### config.mk
export PLATFORM = sky130hd
export DESIGN_NAME = vga_fb_arbiter_flat
export DESIGN_NICKNAME = d
export VERILOG_FILES = /design/src/rtl/vga_fb_arbiter_if.sv /design/src/rtl/vga_fb_arbiter.sv /design/src/flat_wrapper.sv
export SDC_FILE = /design/constraint.sdc
export NUM_CORES = 1
export LEC_CHECK = 0
export BUFFER_PORTS_ARGS = -buffer_cell sky130_fd_sc_hd__buf_2
export CAP_MARGIN = 20
export CORE_MARGIN = 2
export CORE_UTILIZATION = 48
export DETAILED_ROUTE_END_ITERATION = 10
export PLACE_DENSITY = 0.74
export SLEW_MARGIN = 10
export SYNTH_ARGS = -nofsm -noshare
export SYNTH_HDL_FRONTEND = slang
export SYNTH_SLANG_ARGS = --single-unit
export TNS_END_PERCENT = 10
### constraint.sdc
create_clock -name clkDiv -period 2.1 [get_ports clkDiv]
set_clock_uncertainty 0.15 [all_clocks]
set_input_delay 0.42 -clock clkDiv [delete_from_list [all_inputs] [get_ports clkDiv]]
set_output_delay 0.42 -clock clkDiv [all_outputs]
set_load 0.005 [all_outputs]
### src/rtl/vga_fb_arbiter_if.sv
// Framebuffer arbiter bus: scan-out read port, drawing-engine port and the
// single-port RAM command/response port, bundled for the arbiter.
interface vga_fb_arbiter_if #(
   parameter int ADDR_W = 16,
   parameter int DATA_W = 24
);
   logic              scanReq;
   logic [ADDR_W-1:0] scanAddr;
   logic              scanValid;
   logic [DATA_W-1:0] scanData;

   logic              drawReq;
   logic              drawWe;
   logic [ADDR_W-1:0] drawAddr;
   logic [DATA_W-1:0] drawWData;
   logic              drawAck;
   logic              drawRValid;
   logic [DATA_W-1:0] drawRData;

   logic              memEn;
   logic              memWe;
   logic [ADDR_W-1:0] memAddr;
   logic [DATA_W-1:0] memWData;
   logic [DATA_W-1:0] memRData;

   // arbiter side
   modport slave (
      input  scanReq, scanAddr, drawReq, drawWe, drawAddr, drawWData, memRData,
      output scanValid, scanData, drawAck, drawRValid, drawRData,
             memEn, memWe, memAddr, memWData
   );

   // requesters plus RAM side
   modport master (
      output scanReq, scanAddr, drawReq, drawWe, drawAddr, drawWData, memRData,
      input  scanValid, scanData, drawAck, drawRValid, drawRData,
             memEn, memWe, memAddr, memWData
   );
endinterface

### src/rtl/vga_fb_arbiter.sv
// vga_fb_arbiter: shares the single-port framebuffer RAM between VGA scan-out
// reads (absolute priority, fixed 3-cycle latency) and the drawing engine
// (writes posted through a 1-entry buffer, reads in otherwise free slots).
//
// Draw FSM
//   state  | meaning
//   D_IDLE | no draw read outstanding; draw reads and writes may be accepted
//   D_RD   | a draw read is in the pipeline; new reads wait for its drawRValid
module vga_fb_arbiter #(
   parameter int ADDR_W = 16,
   parameter int DATA_W = 24
) (
   input  logic            clkDiv,
   input  logic            rst,
   vga_fb_arbiter_if.slave bus
);

   typedef enum logic {
      D_IDLE = 1'b0,
      D_RD   = 1'b1
   } draw_state_t;

   draw_state_t       r_state;
   draw_state_t       w_stateNxt;

   logic              r_wbValid;
   logic [ADDR_W-1:0] r_wbAddr;
   logic [DATA_W-1:0] r_wbData;
   logic              r_drawAck;

   logic              r_memEn;
   logic              r_memWe;
   logic [ADDR_W-1:0] r_memAddr;
   logic [DATA_W-1:0] r_memWData;

   logic              r_s1Scan;
   logic              r_s1Rd;
   logic              r_s1Fwd;
   logic [DATA_W-1:0] r_s1FwdData;
   logic              r_s2Scan;
   logic              r_s2Rd;
   logic              r_s2Fwd;
   logic [DATA_W-1:0] r_s2FwdData;

   logic              r_scanValid;
   logic [DATA_W-1:0] r_scanData;
   logic              r_drawRValid;
   logic [DATA_W-1:0] r_drawRData;

   logic              w_drain;
   logic              w_fwdHit;
   logic              w_wrAcc;
   logic              w_rdAcc;
   logic              w_rdSlot;

   // Slot decision, draw acceptance and FSM next state for this edge
   always_comb begin
      w_stateNxt = r_state;
      w_drain    = 1'b0;
      w_fwdHit   = 1'b0;
      w_wrAcc    = 1'b0;
      w_rdAcc    = 1'b0;
      w_rdSlot   = 1'b0;

      // scan-out owns the slot whenever it asks; the buffer drains otherwise
      w_drain  = r_wbValid && !bus.scanReq;
      w_fwdHit = r_wbValid && (bus.drawAddr == r_wbAddr);

      // a write may reload the buffer on the same edge it drains
      w_wrAcc = bus.drawReq && bus.drawWe && !r_drawAck && (!r_wbValid || w_drain);

      // forwarded reads bypass the RAM, so they ignore slot priority
      w_rdAcc = bus.drawReq && !bus.drawWe && !r_drawAck && (r_state == D_IDLE) &&
                (w_fwdHit || (!bus.scanReq && !r_wbValid));
      w_rdSlot = w_rdAcc && !w_fwdHit;

      case (r_state)
         D_IDLE:  if (w_rdAcc)      w_stateNxt = D_RD;
         D_RD:    if (r_drawRValid) w_stateNxt = D_IDLE;
         default: w_stateNxt = D_IDLE;
      endcase
   end

   // Draw FSM state register
   always_ff @(posedge clkDiv or negedge rst) begin
      if (!rst) r_state <= D_IDLE;
      else      r_state <= w_stateNxt;
   end

   // Posted write buffer and the draw acceptance pulse
   always_ff @(posedge clkDiv or negedge rst) begin
      if (!rst) begin
         r_wbValid <= 1'b0;
         r_wbAddr  <= '0;
         r_wbData  <= '0;
         r_drawAck <= 1'b0;
      end else begin
         r_drawAck <= w_wrAcc || w_rdAcc;
         if (w_wrAcc) begin
            r_wbValid <= 1'b1;
            r_wbAddr  <= bus.drawAddr;
            r_wbData  <= bus.drawWData;
         end else if (w_drain) begin
            r_wbValid <= 1'b0;
         end
      end
   end

   // RAM command register; an idle slot drops memEn and holds the rest
   always_ff @(posedge clkDiv or negedge rst) begin
      if (!rst) begin
         r_memEn    <= 1'b0;
         r_memWe    <= 1'b0;
         r_memAddr  <= '0;
         r_memWData <= '0;
      end else if (bus.scanReq) begin
         r_memEn   <= 1'b1;
         r_memWe   <= 1'b0;
         r_memAddr <= bus.scanAddr;
      end else if (w_drain) begin
         r_memEn    <= 1'b1;
         r_memWe    <= 1'b1;
         r_memAddr  <= r_wbAddr;
         r_memWData <= r_wbData;
      end else if (w_rdSlot) begin
         r_memEn   <= 1'b1;
         r_memWe   <= 1'b0;
         r_memAddr <= bus.drawAddr;
      end else begin
         r_memEn <= 1'b0;
      end
   end

   // Read tags travel alongside the RAM access so every read lands at E+3
   always_ff @(posedge clkDiv or negedge rst) begin
      if (!rst) begin
         r_s1Scan    <= 1'b0;
         r_s1Rd      <= 1'b0;
         r_s1Fwd     <= 1'b0;
         r_s1FwdData <= '0;
         r_s2Scan    <= 1'b0;
         r_s2Rd      <= 1'b0;
         r_s2Fwd     <= 1'b0;
         r_s2FwdData <= '0;
      end else begin
         r_s1Scan <= bus.scanReq;
         r_s1Rd   <= w_rdAcc;
         r_s1Fwd  <= w_rdAcc && w_fwdHit;
         if (w_rdAcc && w_fwdHit) r_s1FwdData <= r_wbData;
         r_s2Scan    <= r_s1Scan;
         r_s2Rd      <= r_s1Rd;
         r_s2Fwd     <= r_s1Fwd;
         r_s2FwdData <= r_s1FwdData;
      end
   end

   // Response registers: capture RAM data (or the forwarded snapshot)
   always_ff @(posedge clkDiv or negedge rst) begin
      if (!rst) begin
         r_scanValid  <= 1'b0;
         r_scanData   <= '0;
         r_drawRValid <= 1'b0;
         r_drawRData  <= '0;
      end else begin
         r_scanValid  <= r_s2Scan;
         r_drawRValid <= r_s2Rd;
         if (r_s2Scan) r_scanData <= bus.memRData;
         if (r_s2Rd)   r_drawRData <= r_s2Fwd ? r_s2FwdData : bus.memRData;
      end
   end

   assign bus.scanValid  = r_scanValid;
   assign bus.scanData   = r_scanData;
   assign bus.drawAck    = r_drawAck;
   assign bus.drawRValid = r_drawRValid;
   assign bus.drawRData  = r_drawRData;
   assign bus.memEn      = r_memEn;
   assign bus.memWe      = r_memWe;
   assign bus.memAddr    = r_memAddr;
   assign bus.memWData   = r_memWData;

endmodule

### src/flat_wrapper.sv
// flat-port wrapper written by rule: the top's interface ports become plain ports
module vga_fb_arbiter_flat 
#(
   parameter int ADDR_W = 16,
   parameter int DATA_W = 24
)
  (clkDiv, rst, bus_scanReq, bus_scanAddr, bus_drawReq, bus_drawWe, bus_drawAddr, bus_drawWData, bus_memRData, bus_scanValid, bus_scanData, bus_drawAck, bus_drawRValid, bus_drawRData, bus_memEn, bus_memWe, bus_memAddr, bus_memWData);
  vga_fb_arbiter_if #(.ADDR_W(ADDR_W), .DATA_W(DATA_W)) bus_i ();
  input  logic clkDiv;
  input  logic rst;
  input wire logic [$bits(bus_i.scanReq)-1:0] bus_scanReq;
  input wire logic [$bits(bus_i.scanAddr)-1:0] bus_scanAddr;
  input wire logic [$bits(bus_i.drawReq)-1:0] bus_drawReq;
  input wire logic [$bits(bus_i.drawWe)-1:0] bus_drawWe;
  input wire logic [$bits(bus_i.drawAddr)-1:0] bus_drawAddr;
  input wire logic [$bits(bus_i.drawWData)-1:0] bus_drawWData;
  input wire logic [$bits(bus_i.memRData)-1:0] bus_memRData;
  output wire logic [$bits(bus_i.scanValid)-1:0] bus_scanValid;
  output wire logic [$bits(bus_i.scanData)-1:0] bus_scanData;
  output wire logic [$bits(bus_i.drawAck)-1:0] bus_drawAck;
  output wire logic [$bits(bus_i.drawRValid)-1:0] bus_drawRValid;
  output wire logic [$bits(bus_i.drawRData)-1:0] bus_drawRData;
  output wire logic [$bits(bus_i.memEn)-1:0] bus_memEn;
  output wire logic [$bits(bus_i.memWe)-1:0] bus_memWe;
  output wire logic [$bits(bus_i.memAddr)-1:0] bus_memAddr;
  output wire logic [$bits(bus_i.memWData)-1:0] bus_memWData;
  assign bus_i.scanReq = bus_scanReq;
  assign bus_i.scanAddr = bus_scanAddr;
  assign bus_i.drawReq = bus_drawReq;
  assign bus_i.drawWe = bus_drawWe;
  assign bus_i.drawAddr = bus_drawAddr;
  assign bus_i.drawWData = bus_drawWData;
  assign bus_i.memRData = bus_memRData;
  assign bus_scanValid = bus_i.scanValid;
  assign bus_scanData = bus_i.scanData;
  assign bus_drawAck = bus_i.drawAck;
  assign bus_drawRValid = bus_i.drawRValid;
  assign bus_drawRData = bus_i.drawRData;
  assign bus_memEn = bus_i.memEn;
  assign bus_memWe = bus_i.memWe;
  assign bus_memAddr = bus_i.memAddr;
  assign bus_memWData = bus_i.memWData;
  vga_fb_arbiter #(.ADDR_W(ADDR_W), .DATA_W(DATA_W)) u_core (.clkDiv(clkDiv), .rst(rst), .bus(bus_i));
endmodule
==> results.txt <==
The power density over cell area is 1070 nW/um^2. The latest clock arrival within the worst-skew pair came out at approximately 420 ps. The worst hold margin came out at 46.1 ps.

The design draws 9.96 mW. The number of instances in the synthesized netlist came out at between 500 and 600. TritonCTS built the clock tree. The path with the worst hold slack has its endpoint at u_core.r_s1Scan$_DFF_PN0_. The average cell area after synthesis came out at 14.0 um^2.

Synthesis instantiated 24 different standard cells from the library. The run finished with clean final reports. The final net count came out at between 800 and 900. The number of buffer and inverter stages on the critical path is 1. The clock-pin slew on the worst setup and hold paths is around 70 ps. The number of placement rows came out at 45. The number of failing setup endpoints in the final timing report came out at 0. The flip-flop and latch count after synthesis is between 150 and 200.

In the final layout, the share of cells above drive strength 1 is a little under half. The TritonCTS sink count is 189. The required time of the critical path came out at around 2300 ps. The start-to-end type of the worst setup path is reg -> reg. For the pin with the worst max-slew slack, the measured transition is between 800 and 900 ps. The min-delay analysis places its worst path in the category in -> reg. The overall overflow remaining after global route is 0. Setup repair after global routing could not meet its margin everywhere. The CTS buffer count came out at 17. After layout, the worst setup slack is 36.9 ps. The total detailed-routing wirelength came out at about 16000 um.

Before antenna repair, the detailed router went through 4 iterations. The detail-routed net length per standard cell came out at about 17 um. On the worst path, the slowest cell contributes a delay of 410 ps.

The global placer's final weighted congestion came out at approximately 0.84. The number of top-level design ports is 178. The post-detailed-route DRC marker count is 0. The global-route wire length before repair is between 20000 and 25000 um. Relative to the synthesized area, the layout overhead comes to 25.6%. The via count normalized by instance count is approximately 5.2. Across all register-to-register paths, the minimum setup slack is roughly 37 ps. STA classifies the critical path startpoint as a flip-flop. The buffer levels on the longest clock path is 2. For the worst flop-to-flop path, the logic depth is 6.

The clock period minus final worst setup slack is a little over 2000 ps. The summed negative setup slack over all endpoints is 0 ps. The most numerous cell type found on the critical path is sky130_fd_sc_hd__nor4b_4. The sequential share of the synthesized area is roughly 64%. The port buffer count is between 150 and 200. The startpoint identified for the worst hold timing path is bus_scanReq. The core box area came out at 15100 um^2.

The number of violations of the max-capacitance limit came out at 0. The post-route fraction of the period consumed by the critical path came out at 98.2%. The worst register-to-register path begins at u_core.bus.drawAck$_DFF_PN0_. At the placement stage, the worst setup path has a slack of -211 ps.

The die is 128 um tall. The Yosys step of the flow raised 0 warnings. The post-placement cell area came out at between 8000 and 9000 um^2.

From left edge to right edge, the die measures 128 um. The total via count in the routed design came out at about 4800. Sorting the synthesized cells by area gives the leading types as sky130_fd_sc_hd__dfrtp_1 (64%), sky130_fd_sc_hd__mux2_2 (14%), sky130_fd_sc_hd__mux2i_1 (5.4%), sky130_fd_sc_hd__mux2_4 (3.4%), sky130_fd_sc_hd__a21oi_1 (2.7%). Along the worst path, the maximum fanout reaches 15. Excluding fillers, the count of instances in the completed layout stands at between 900 and 1000. Walking the worst path, the cells encountered are nor4b_4 > nand2_2 > nor4b_4 > nand4_4 > buf_12 > mux2_4.

The die area came out at between 15000 and 20000 um^2. The worst voltage drop across the vdd grid is 0.571 mV. The hold violation total from the final report came out at 0. The largest individual stage delay along the critical path comes from the cell sky130_fd_sc_hd__dfrtp_1. The top cell type by area accounts for a little under two thirds of the synthesized area. 0 antenna diodes ended up in the layout. At the end of the flow the core is filled with cells to between 60 and 70%. The number of nets still failing antenna checks after routing is 0. CTS placed an instance of sky130_fd_sc_hd__clkbuf_16 at the clock tree root. The number of nets handed over by synthesis was between 600 and 700.

STA classifies the critical path endpoint as a flip-flop. The initial utilization of the core area, before any placement, comes to about 49%. The largest net degree at the start of global routing came out at 61. Once placement completed, the tool counted placed cells totaling around 890. Static timing analysis puts the maximum clock frequency at 485 MHz. The placed wire-length estimate after detailed placement came out at 11200 um. The data arrival at the endpoint of the critical path came out at roughly 2200 ps. The initial antenna violation count was 0. The end of the worst register-to-register path is u_core.r_s1FwdData[10]$_DFFE_PN0P_. The post-route cell area is roughly 9300 um^2. The final max-slew violation count is 0. The synthesized netlist occupies a cell area of around 7400 um^2.

The H-tree was split into 4 levels. The worst slew margin relative to its limit came out at between 40 and 50%. The analysis attributes to cell leakage a power of about 4.5 nW. On the critical path the largest part of the delay comes from simple AND/OR/NAND/NOR gates. The synthesized design spends more area on one cell type than any other, namely sky130_fd_sc_hd__dfrtp_1. Counting instances, the worst hold path has a depth of 1. The violation count after the first detailed-routing iteration came out at 170. The via count of the first global-routing pass came out at ~4800.

The total global-route track usage is just under 20%.
[how the worst max path moves through the flow]
stage                                            start                                  to  depth (start not counted)  slack (ps)
after floorplan                             bus_drawWe  u_core.r_s1FwdData[10]$_DFFE_PN0P_                          6           6
after global placement                      bus_drawWe   u_core.r_s1FwdData[7]$_DFFE_PN0P_                          7        -140
after detailed placement                    bus_drawWe   u_core.r_s1FwdData[7]$_DFFE_PN0P_                          7        -210
after CTS                 u_core.bus.drawAck$_DFF_PN0_  u_core.r_s1FwdData[10]$_DFFE_PN0P_                          6          20
after global routing      u_core.bus.drawAck$_DFF_PN0_   u_core.r_s1FwdData[6]$_DFFE_PN0P_                          6         -50
final                     u_core.bus.drawAck$_DFF_PN0_  u_core.r_s1FwdData[10]$_DFFE_PN0P_                          6          40
[area by class of cell]
class / count / area [um^2]
multi-input combinational: 309 / 2570
inverter: 1 / 3.75
fill: 1171 / 5840
clock buffer: 18 / 429
sequential: 189 / 4730
timing repair buffer: 203 / 1150
clock inverter: 14 / 186
tap: 188 / 235
[worst register-to-register path, stage by stage (launching register included)]
cell and delay (ps):
sky130_fd_sc_hd__dfrtp_1 410, sky130_fd_sc_hd__nor4b_4 310, sky130_fd_sc_hd__nand2_2 120, sky130_fd_sc_hd__nor4b_4 280
sky130_fd_sc_hd__nand4_4 180, sky130_fd_sc_hd__buf_12 200, sky130_fd_sc_hd__mux2_4 310
[cell usage after synthesis (all sizes together)]
master  instances
a21oi          40
buf             8
clkbuf         22
dfrtp         189
inv             1
mux2          112
mux2i          40
nand2          26
nand2b          3
nand3           3
nand3b          1
nand4           1
nor2           41
nor3            1
nor4            6
nor4b           3
o21ai          16
xnor2           4
xor2           12
[where the power goes]
part | switching, mW | total (mW) | internal (mW)
sequential | 0.457 | 4.80 | 4.34
combinational | 0.847 | 1.84 | 0.992
clock | 1.42 | 3.32 | 1.90
[kinds of logic after synthesis]
logic type / after synthesis / share of synthesized area, %
AOI/OAI and AO/OA: 56 / 3.78
xor gates and xnor gates: 16 / 1.89
buffers and inverters: 31 / 1.81
DFF: 189 / 63.8
muxes: 152 / 23.3
and+or+nand+nor: 85 / 5.45
[routing by layer]
metal	routed length (um)	vias to the layer above	GRT usage (%)	share of wire (%)
met3	1040	17	5.55	6.6
met5	0	-	0	0
li1	-	2219	-	-
met2	7430	157	31.0	48
met4	201	0	6.08	1.3
met1	6910	2362	26.3	44
[state kept, by name, summed over array words and instances (netlist names), 16 cells and up]
signal,cells
u_core.bus.drawRData,24
u_core.bus.memAddr,16
u_core.bus.memWData,24
u_core.bus.scanData,24
u_core.r_s1FwdData,24
u_core.r_s2FwdData,24
u_core.r_wbAddr,16
u_core.r_wbData,24
[repair_timing]
| action | in CTS | in global routing |
|---|---|---|
| hold buffers | 1 | 0 |
| setup buffers | 2 | 0 |
| gates cloned | 0 | 0 |
| resized for setup | 1 | 0 |
| hold endpoints to repair | 55 | 0 |
| pin swaps | 1 | 1 |
| endpoints found under the setup margin | 24 | 24 |
[cell usage in the layout, fill, tap and decap left out, types with 2 or more instances in the layout]
master                       Yosys  final
sky130_fd_sc_hd__nor2_1         41     41
sky130_fd_sc_hd__nand3_1         3      3
sky130_fd_sc_hd__xor2_1         12     12
sky130_fd_sc_hd__mux2_4         17     17
sky130_fd_sc_hd__nor4_1          6      6
sky130_fd_sc_hd__buf_2           2    176
sky130_fd_sc_hd__xnor2_1         4      4
sky130_fd_sc_hd__nor4b_4         1      2
sky130_fd_sc_hd__clkbuf_16       0     17
sky130_fd_sc_hd__clkinvlp_4      0      3
sky130_fd_sc_hd__nand2_1        26     25
sky130_fd_sc_hd__o21ai_0        16     16
sky130_fd_sc_hd__nand2b_1        3      2
sky130_fd_sc_hd__mux2_2         95     95
sky130_fd_sc_hd__clkinv_4        0      3
sky130_fd_sc_hd__dfrtp_1       189    188
sky130_fd_sc_hd__a21oi_1        40     40
sky130_fd_sc_hd__buf_12          0      5
sky130_fd_sc_hd__mux2i_1        40     40
sky130_fd_sc_hd__buf_4           0     20
sky130_fd_sc_hd__inv_8           0      3
sky130_fd_sc_hd__bufinv_16       0      3
Power figures use the tool's default switching activity.
